==> src/rtl/hazard_unit_if.sv <==
// Pipeline-side signal bundle for the hazard/forwarding controller.
// The master modport is the pipeline; the slave modport is hazard_unit.
interface hazard_unit_if #(
    parameter int XLEN  = 32,
    parameter int NRD   = 2,
    parameter int CNT_W = 32
);
    logic [NRD-1:0]      rf_re_id;
    logic [5*NRD-1:0]    rf_ra_id;
    logic [5*NRD-1:0]    rf_ra_ex;
    logic                rf_we_ex;
    logic                is_load_ex;
    logic [4:0]          rf_wa_ex;
    logic                mdu_start_ex;
    logic                br_taken_ex;
    logic                rf_we_mem;
    logic                rf_we_wb;
    logic [4:0]          rf_wa_mem;
    logic [4:0]          rf_wa_wb;
    logic [XLEN-1:0]     rf_wd_mem;
    logic [XLEN-1:0]     rf_wd_wb;

    logic [NRD-1:0]      fwd_en;
    logic [XLEN*NRD-1:0] fwd_data;
    logic                stall_if;
    logic                stall_id;
    logic                stall_ex;
    logic                flush_id;
    logic                flush_ex;
    logic                flush_mem;
    logic                mdu_busy;
    logic                mdu_done;
    logic [CNT_W-1:0]    lu_stall_cnt;
    logic [CNT_W-1:0]    mdu_stall_cnt;

    modport master (
        output rf_re_id, rf_ra_id, rf_ra_ex, rf_we_ex, is_load_ex, rf_wa_ex,
               mdu_start_ex, br_taken_ex, rf_we_mem, rf_we_wb, rf_wa_mem,
               rf_wa_wb, rf_wd_mem, rf_wd_wb,
        input  fwd_en, fwd_data, stall_if, stall_id, stall_ex, flush_id,
               flush_ex, flush_mem, mdu_busy, mdu_done, lu_stall_cnt,
               mdu_stall_cnt
    );

    modport slave (
        input  rf_re_id, rf_ra_id, rf_ra_ex, rf_we_ex, is_load_ex, rf_wa_ex,
               mdu_start_ex, br_taken_ex, rf_we_mem, rf_we_wb, rf_wa_mem,
               rf_wa_wb, rf_wd_mem, rf_wd_wb,
        output fwd_en, fwd_data, stall_if, stall_id, stall_ex, flush_id,
               flush_ex, flush_mem, mdu_busy, mdu_done, lu_stall_cnt,
               mdu_stall_cnt
    );
endinterface

==> src/rtl/hazard_unit.sv <==
// Forwarding, load-use detection, MDU hold sequencing and branch-flush
// arbitration for the 5-stage pipeline, with saturating stall counters.
//
// state | meaning
// IDLE  | no MDU op occupying EX beyond its issue cycle
// BUSY  | MDU op holding EX; cnt counts remaining stall cycles
module hazard_unit #(
    parameter int XLEN    = 32,
    parameter int NRD     = 2,
    parameter int MDU_LAT = 4,
    parameter int CNT_W   = 32
) (
    input logic         clk,
    input logic         rst,
    hazard_unit_if.slave hz
);
    typedef enum logic {IDLE, BUSY} state_t;

    localparam bit             MULTI    = (MDU_LAT > 1);
    localparam logic [3:0]     CNT_INIT = MULTI ? 4'(MDU_LAT - 2) : 4'd0;
    localparam logic [CNT_W-1:0] CNT_ONE = 1;

    state_t           state;
    logic [3:0]       cnt;
    logic             busy;
    logic [CNT_W-1:0] lu_cnt;
    logic [CNT_W-1:0] mdu_cnt;

    logic [NRD-1:0]      fwd_en;
    logic [XLEN*NRD-1:0] fwd_data;
    logic                lu;
    logic                mstall;
    logic                done;
    logic                lu_fire;
    logic                s_if, s_id, s_ex, f_id, f_ex, f_mem;

    always_comb begin
        fwd_en   = '0;
        fwd_data = '0;
        for (int i = 0; i < NRD; i++) begin
            if (hz.rf_we_mem && hz.rf_wa_mem != 5'd0 &&
                hz.rf_wa_mem == hz.rf_ra_ex[5*i +: 5]) begin
                fwd_en[i]                 = 1'b1;
                fwd_data[XLEN*i +: XLEN]  = hz.rf_wd_mem;
            end else if (hz.rf_we_wb && hz.rf_wa_wb != 5'd0 &&
                         hz.rf_wa_wb == hz.rf_ra_ex[5*i +: 5]) begin
                fwd_en[i]                 = 1'b1;
                fwd_data[XLEN*i +: XLEN]  = hz.rf_wd_wb;
            end
        end
    end

    always_comb begin
        lu = 1'b0;
        if (hz.is_load_ex && hz.rf_we_ex && hz.rf_wa_ex != 5'd0) begin
            for (int i = 0; i < NRD; i++) begin
                if (hz.rf_re_id[i] && hz.rf_ra_id[5*i +: 5] == hz.rf_wa_ex)
                    lu = 1'b1;
            end
        end
    end

    // The final BUSY cycle belongs to the same MDU instruction, so its start is ignored.
    always_comb begin
        mstall = 1'b0;
        done   = 1'b0;
        if (state == IDLE) begin
            mstall = hz.mdu_start_ex && MULTI;
            done   = hz.mdu_start_ex && !MULTI;
        end else begin
            mstall = (cnt != 4'd0);
            done   = (cnt == 4'd0);
        end
        if (rst) begin
            mstall = 1'b0;
            done   = 1'b0;
        end
    end

    always_comb begin
        s_if    = 1'b0;
        s_id    = 1'b0;
        s_ex    = 1'b0;
        f_id    = 1'b0;
        f_ex    = 1'b0;
        f_mem   = 1'b0;
        lu_fire = 1'b0;
        if (!rst) begin
            if (mstall) begin
                s_if  = 1'b1;
                s_id  = 1'b1;
                s_ex  = 1'b1;
                f_mem = 1'b1;
            end else if (hz.br_taken_ex) begin
                f_id = 1'b1;
                f_ex = 1'b1;
            end else if (lu) begin
                s_if    = 1'b1;
                s_id    = 1'b1;
                f_ex    = 1'b1;
                lu_fire = 1'b1;
            end
        end
    end

    always_ff @(posedge clk) begin
        if (rst) begin
            state <= IDLE;
            cnt   <= 4'd0;
            busy  <= 1'b0;
        end else begin
            case (state)
                IDLE: begin
                    if (hz.mdu_start_ex && MULTI) begin
                        state <= BUSY;
                        cnt   <= CNT_INIT;
                        busy  <= 1'b1;
                    end
                end
                BUSY: begin
                    if (cnt != 4'd0) begin
                        cnt <= cnt - 4'd1;
                    end else begin
                        state <= IDLE;
                        busy  <= 1'b0;
                    end
                end
                default: begin
                    state <= IDLE;
                    busy  <= 1'b0;
                end
            endcase
        end
    end

    always_ff @(posedge clk) begin
        if (rst) begin
            lu_cnt  <= '0;
            mdu_cnt <= '0;
        end else begin
            if (lu_fire && lu_cnt != '1)
                lu_cnt <= lu_cnt + CNT_ONE;
            if (mstall && mdu_cnt != '1)
                mdu_cnt <= mdu_cnt + CNT_ONE;
        end
    end

    assign hz.fwd_en        = fwd_en;
    assign hz.fwd_data      = fwd_data;
    assign hz.stall_if      = s_if;
    assign hz.stall_id      = s_id;
    assign hz.stall_ex      = s_ex;
    assign hz.flush_id      = f_id;
    assign hz.flush_ex      = f_ex;
    assign hz.flush_mem     = f_mem;
    assign hz.mdu_busy      = busy;
    assign hz.mdu_done      = done;
    assign hz.lu_stall_cnt  = lu_cnt;
    assign hz.mdu_stall_cnt = mdu_cnt;
endmodule

==> src/flat_wrapper.sv <==
// flat-port wrapper written by rule: the top's interface ports become plain ports
module hazard_unit_flat 
#(
    parameter int XLEN    = 32,
    parameter int NRD     = 2,
    parameter int MDU_LAT = 4,
    parameter int CNT_W   = 32
)
  (clk, rst, hz_rf_re_id, hz_rf_ra_id, hz_rf_ra_ex, hz_rf_we_ex, hz_is_load_ex, hz_rf_wa_ex, hz_mdu_start_ex, hz_br_taken_ex, hz_rf_we_mem, hz_rf_we_wb, hz_rf_wa_mem, hz_rf_wa_wb, hz_rf_wd_mem, hz_rf_wd_wb, hz_fwd_en, hz_fwd_data, hz_stall_if, hz_stall_id, hz_stall_ex, hz_flush_id, hz_flush_ex, hz_flush_mem, hz_mdu_busy, hz_mdu_done, hz_lu_stall_cnt, hz_mdu_stall_cnt);
  hazard_unit_if #(.XLEN(XLEN), .NRD(NRD), .CNT_W(CNT_W)) hz_i ();
  input logic clk;
  input logic rst;
  input wire logic [$bits(hz_i.rf_re_id)-1:0] hz_rf_re_id;
  input wire logic [$bits(hz_i.rf_ra_id)-1:0] hz_rf_ra_id;
  input wire logic [$bits(hz_i.rf_ra_ex)-1:0] hz_rf_ra_ex;
  input wire logic [$bits(hz_i.rf_we_ex)-1:0] hz_rf_we_ex;
  input wire logic [$bits(hz_i.is_load_ex)-1:0] hz_is_load_ex;
  input wire logic [$bits(hz_i.rf_wa_ex)-1:0] hz_rf_wa_ex;
  input wire logic [$bits(hz_i.mdu_start_ex)-1:0] hz_mdu_start_ex;
  input wire logic [$bits(hz_i.br_taken_ex)-1:0] hz_br_taken_ex;
  input wire logic [$bits(hz_i.rf_we_mem)-1:0] hz_rf_we_mem;
  input wire logic [$bits(hz_i.rf_we_wb)-1:0] hz_rf_we_wb;
  input wire logic [$bits(hz_i.rf_wa_mem)-1:0] hz_rf_wa_mem;
  input wire logic [$bits(hz_i.rf_wa_wb)-1:0] hz_rf_wa_wb;
  input wire logic [$bits(hz_i.rf_wd_mem)-1:0] hz_rf_wd_mem;
  input wire logic [$bits(hz_i.rf_wd_wb)-1:0] hz_rf_wd_wb;
  output wire logic [$bits(hz_i.fwd_en)-1:0] hz_fwd_en;
  output wire logic [$bits(hz_i.fwd_data)-1:0] hz_fwd_data;
  output wire logic [$bits(hz_i.stall_if)-1:0] hz_stall_if;
  output wire logic [$bits(hz_i.stall_id)-1:0] hz_stall_id;
  output wire logic [$bits(hz_i.stall_ex)-1:0] hz_stall_ex;
  output wire logic [$bits(hz_i.flush_id)-1:0] hz_flush_id;
  output wire logic [$bits(hz_i.flush_ex)-1:0] hz_flush_ex;
  output wire logic [$bits(hz_i.flush_mem)-1:0] hz_flush_mem;
  output wire logic [$bits(hz_i.mdu_busy)-1:0] hz_mdu_busy;
  output wire logic [$bits(hz_i.mdu_done)-1:0] hz_mdu_done;
  output wire logic [$bits(hz_i.lu_stall_cnt)-1:0] hz_lu_stall_cnt;
  output wire logic [$bits(hz_i.mdu_stall_cnt)-1:0] hz_mdu_stall_cnt;
  assign hz_i.rf_re_id = hz_rf_re_id;
  assign hz_i.rf_ra_id = hz_rf_ra_id;
  assign hz_i.rf_ra_ex = hz_rf_ra_ex;
  assign hz_i.rf_we_ex = hz_rf_we_ex;
  assign hz_i.is_load_ex = hz_is_load_ex;
  assign hz_i.rf_wa_ex = hz_rf_wa_ex;
  assign hz_i.mdu_start_ex = hz_mdu_start_ex;
  assign hz_i.br_taken_ex = hz_br_taken_ex;
  assign hz_i.rf_we_mem = hz_rf_we_mem;
  assign hz_i.rf_we_wb = hz_rf_we_wb;
  assign hz_i.rf_wa_mem = hz_rf_wa_mem;
  assign hz_i.rf_wa_wb = hz_rf_wa_wb;
  assign hz_i.rf_wd_mem = hz_rf_wd_mem;
  assign hz_i.rf_wd_wb = hz_rf_wd_wb;
  assign hz_fwd_en = hz_i.fwd_en;
  assign hz_fwd_data = hz_i.fwd_data;
  assign hz_stall_if = hz_i.stall_if;
  assign hz_stall_id = hz_i.stall_id;
  assign hz_stall_ex = hz_i.stall_ex;
  assign hz_flush_id = hz_i.flush_id;
  assign hz_flush_ex = hz_i.flush_ex;
  assign hz_flush_mem = hz_i.flush_mem;
  assign hz_mdu_busy = hz_i.mdu_busy;
  assign hz_mdu_done = hz_i.mdu_done;
  assign hz_lu_stall_cnt = hz_i.lu_stall_cnt;
  assign hz_mdu_stall_cnt = hz_i.mdu_stall_cnt;
  hazard_unit #(.XLEN(XLEN), .NRD(NRD), .MDU_LAT(MDU_LAT), .CNT_W(CNT_W)) u_core (.clk(clk), .rst(rst), .hz(hz_i));
endmodule
==> config.mk <==
export PLATFORM = sky130hd
export DESIGN_NAME = hazard_unit_flat
export DESIGN_NICKNAME = d
export VERILOG_FILES = /design/src/rtl/hazard_unit_if.sv /design/src/rtl/hazard_unit.sv /design/src/flat_wrapper.sv
export SDC_FILE = /design/constraint.sdc
export NUM_CORES = 1
export LEC_CHECK = 0
export ABC_AREA = 1
export CAP_MARGIN = 20
export CORE_ASPECT_RATIO = 1.2
export CORE_MARGIN = 10
export CORE_UTILIZATION = 45
export DETAILED_ROUTE_END_ITERATION = 10
export PLACE_DENSITY_LB_ADDON = 0.2
export SKIP_CTS_REPAIR_TIMING = 1
export SLEW_MARGIN = 20
export SYNTH_ARGS = -nofsm -noshare
export SYNTH_HDL_FRONTEND = slang
export SYNTH_SLANG_ARGS = --single-unit
export TNS_END_PERCENT = 30
==> constraint.sdc <==
create_clock -name clk -period 5.5 [get_ports clk]
set_clock_uncertainty 0.15 [all_clocks]
set_input_delay 0.825 -clock clk [delete_from_list [all_inputs] [get_ports clk]]
set_output_delay 0.825 -clock clk [all_outputs]
set_load 0.02 [all_outputs]
==> results.yml <==
outcome:
  outcome: "complete, no violations"
yosys:
  synth_ff_type: "dfxtp_1"
  yosys.cell_types.count: 35
  mappedNetlistArea_um2: 5360
  post_synth_inst_count: 893
  synth_seq_cells: 70
  synthesis.area_per_instance_um2: 6.00
  ys_seq_area_share_pct: 26.1
  netlist_top_cells_area: "dfxtp_1 26%, nand2_1 16%, nor2_1 10%"
  synth_edf_count: 0
  synth.top_cell.area_share_pct: 26.1
  synth.yosys.warnings: 0
  syn-num-nets: 1006
  synth_largest_area_cell: "dfxtp_1"
  postSynth.asyncResetShare_pct: 0
clocking:
  cts.reportedPaths.clkPinSlew_ns: 0.05
  worstSkewPairLatency_ns: 0.33
  cts.sink_count: 70
  numCtsBuffers: 9
  clock_tree.buffer_depth: 2
  clk_root_buffer_cell: "clkbuf_16"
  tritoncts: "done"
  h_tree_level_count: 3
drt:
  finalWirelength_um: 22200
  via_per_inst: 5.15
  ant_nets: 0
  routedWlPerCell_um: 17.2
  drt_pre_antenna_iters: 5
  detailedRoute.firstIterationViolations: 428
  route.vias.total: 6649
  drt_drc_violations_left: 0
global_route:
  grt_antenna_before_repair: 4
  grt_pass1_vias: 6385
  grt_usage_pct: 25.3
  grt_pass1_wl_um: 34500
  largest_net_degree_at_the_start_of_global_routing: 34
  grt.overflow.total: 0
place:
  detailed_place_hpwl_um: 18000
  port_buffers: 246
  pre_cts_slack_ns: 0.905
  globalplace.congestion: 1.03
floorplanning:
  total_i_o_pin_count: 247
  fp-row-count: 43
  placeableCoreArea_um2: 11600
  die_height_um: 140
  initial_core_util_pct: 46.1
  area_of_the_die_um2: 16700
  die_width_um: 120
power_and_ir_drop:
  power.static_leakage_nw: 3.21
  p_total_mw: 1.33
  power_dens_cells_nw_per_um2: 162
  vdd_drop_max_v: 0.000122
run:
  cap_violations: 0
timing:
  setup_viol: 0
  layout_min_cycle_time_ns: 4.67
  count_of_final_hold_check_violations: 0
  layout_worst_path_cycle_share_pct: 84.9
  worstMarginPinSlew_ns: 0.755
  clock.fmax_mhz: 214
  drv_slew: 0
  grt_setup_unrepaired: "false"
  finalWorstSetupSlack_ns: 0.829
  max_slew_margin_pct: 49.5
  setup_total_negative_slack_ns: 0
worst_hold_path:
  hold_path_class: "reg -> reg"
critical_path:
  critPathRequiredTime_ns: 4.53
  crit_path_cell_trace: "clkdlybuf4s50_1 -> xnor2_1 -> nand2_1 -> nor4_1 -> nand2_1 -> buf_4 -> o22ai_1 -> clkdlybuf4s50_1"
  cpMaxStageDelayCell: "clkdlybuf4s50_1"
  worst_ep_arrival_time_ns: 3.70
  critPathMaxStageDelay_ns: 0.65
  cp-start-kind: "input port"
  crit_type: "in -> out"
  crit_path_end_kind: "output pin"
  worstPathMaxFanout: 19
finish:
  layout.nets: 1239
  synthToLayoutAreaGrowth_pct: 52.6
  finalCoreUtilization_pct: 70.4
  layout-drive-gt1-share_pct: 5.13
flip-flops by register name, indices dropped and copies added, names as in the netlist:
name	cells
u_core.hz.lu_stall_cnt	32
u_core.hz.mdu_stall_cnt	32
u_core.cnt	4
u_core.hz.mdu_busy	1
u_core.state	1
critical path: cells and delay by family:
family,cells,cell delay (ns)
simple gates,3,0.95
compound gates,1,0.17
buf+inv,3,1.60
xor+xnor,1,0.14
synth_stat cells (2+ instances only):
master    number
buf_6          3
nand3b_1       4
nor3_2         2
nor4_1         4
ha_1           4
clkbuf_1       9
buf_4         11
nor2_2         9
xnor2_1       14
nor3b_1        4
buf_2          8
xor2_1        26
nor2_4         5
o22ai_1       64
nand3_2       10
nor3_1        13
nand3_1       40
nor2_1       148
nand4_1       14
dfxtp_1       70
nand2_4        2
nand2_2        5
a21oi_1       40
inv_2          2
and3_1         3
inv_1        131
o21ai_0       10
nand2_1      230
o21bai_1       2
metal layers:
metal	track usage (%)	vias to the layer above	wire [µm]	part of all wire (%)
li1	-	3309	-	-
met5	0	-	0	0
met2	45.4	279	11100	50
met3	5.63	51	1480	6.7
met4	9.54	0	780	3.5
met1	28.2	3010	8780	40
area by class of cell:
type / instances / area (µm²)
diodes: 4 / 10.0
clock buffers: 11 / 253
clock inverters: 5 / 33.8
fillers: 1052 / 3440
inverters: 134 / 503
multi-input cells: 658 / 3270
flip-flops and latches: 70 / 1400
well taps: 157 / 196
repair buffers: 253 / 2510
layout by cell type, fill, tap and decap left out, types with 5 or more instances in the layout:
cell               n
nand2_1          230
nand3_2           10
nor2_2             9
nand2_2            5
a21oi_1           40
o22ai_1           64
buf_4              7
xor2_1            26
xnor2_1           14
nor2_1           148
nor2_4             5
clkdlybuf4s50_1  246
dfxtp_1           70
inv_1            131
o21ai_0           10
clkbuf_16          9
nand4_1           14
nand3_1           40
nor3_1            13
final timing paths:
kind / from / end / slack, ns / depth (start not counted)
worst min register to register: u_core.hz.mdu_busy / u_core.hz.mdu_busy / 0.33 / 2
worst min-delay path: u_core.hz.mdu_busy / u_core.hz.mdu_busy / 0.33 / 2
worst max-delay path: hz_rf_wa_wb[0] / hz_fwd_data[2] / 0.83 / 8
worst max register to register: u_core.hz.mdu_stall_cnt[0] / u_core.hz.mdu_stall_cnt[0] / 2.83 / 10
cells by family (layout without fill, tap and decap cells):
logic type,count (synthesis),after routing,share of synthesized area [%]
simple gates,494,494,40.5
other cells,0,4,0
xor+xnor,40,40,6.54
fa+ha+maj,4,4,0.934
buf+inv,165,403,12.9
compound gates,120,120,13.0
flops,70,70,26.1
power by group:
group	internal, mW	switching [mW]
Clock	0.329	0.219
Combinational	0.131	0.133
Sequential	0.513	0.00401
metrics by stage:
step / area, µm² / std cells / hold slack [ns]
floorplan: 5360 / 893 / 0.336
global placement: 7880 / 1272 / 0.319
detailed placement: 7880 / 1272 / 0.327
CTS: 8170 / 1288 / 0.338
global route: 8180 / 1292 / 0.362
finish: 8180 / 1292 / 0.333
Power figures use the tool's default switching activity.
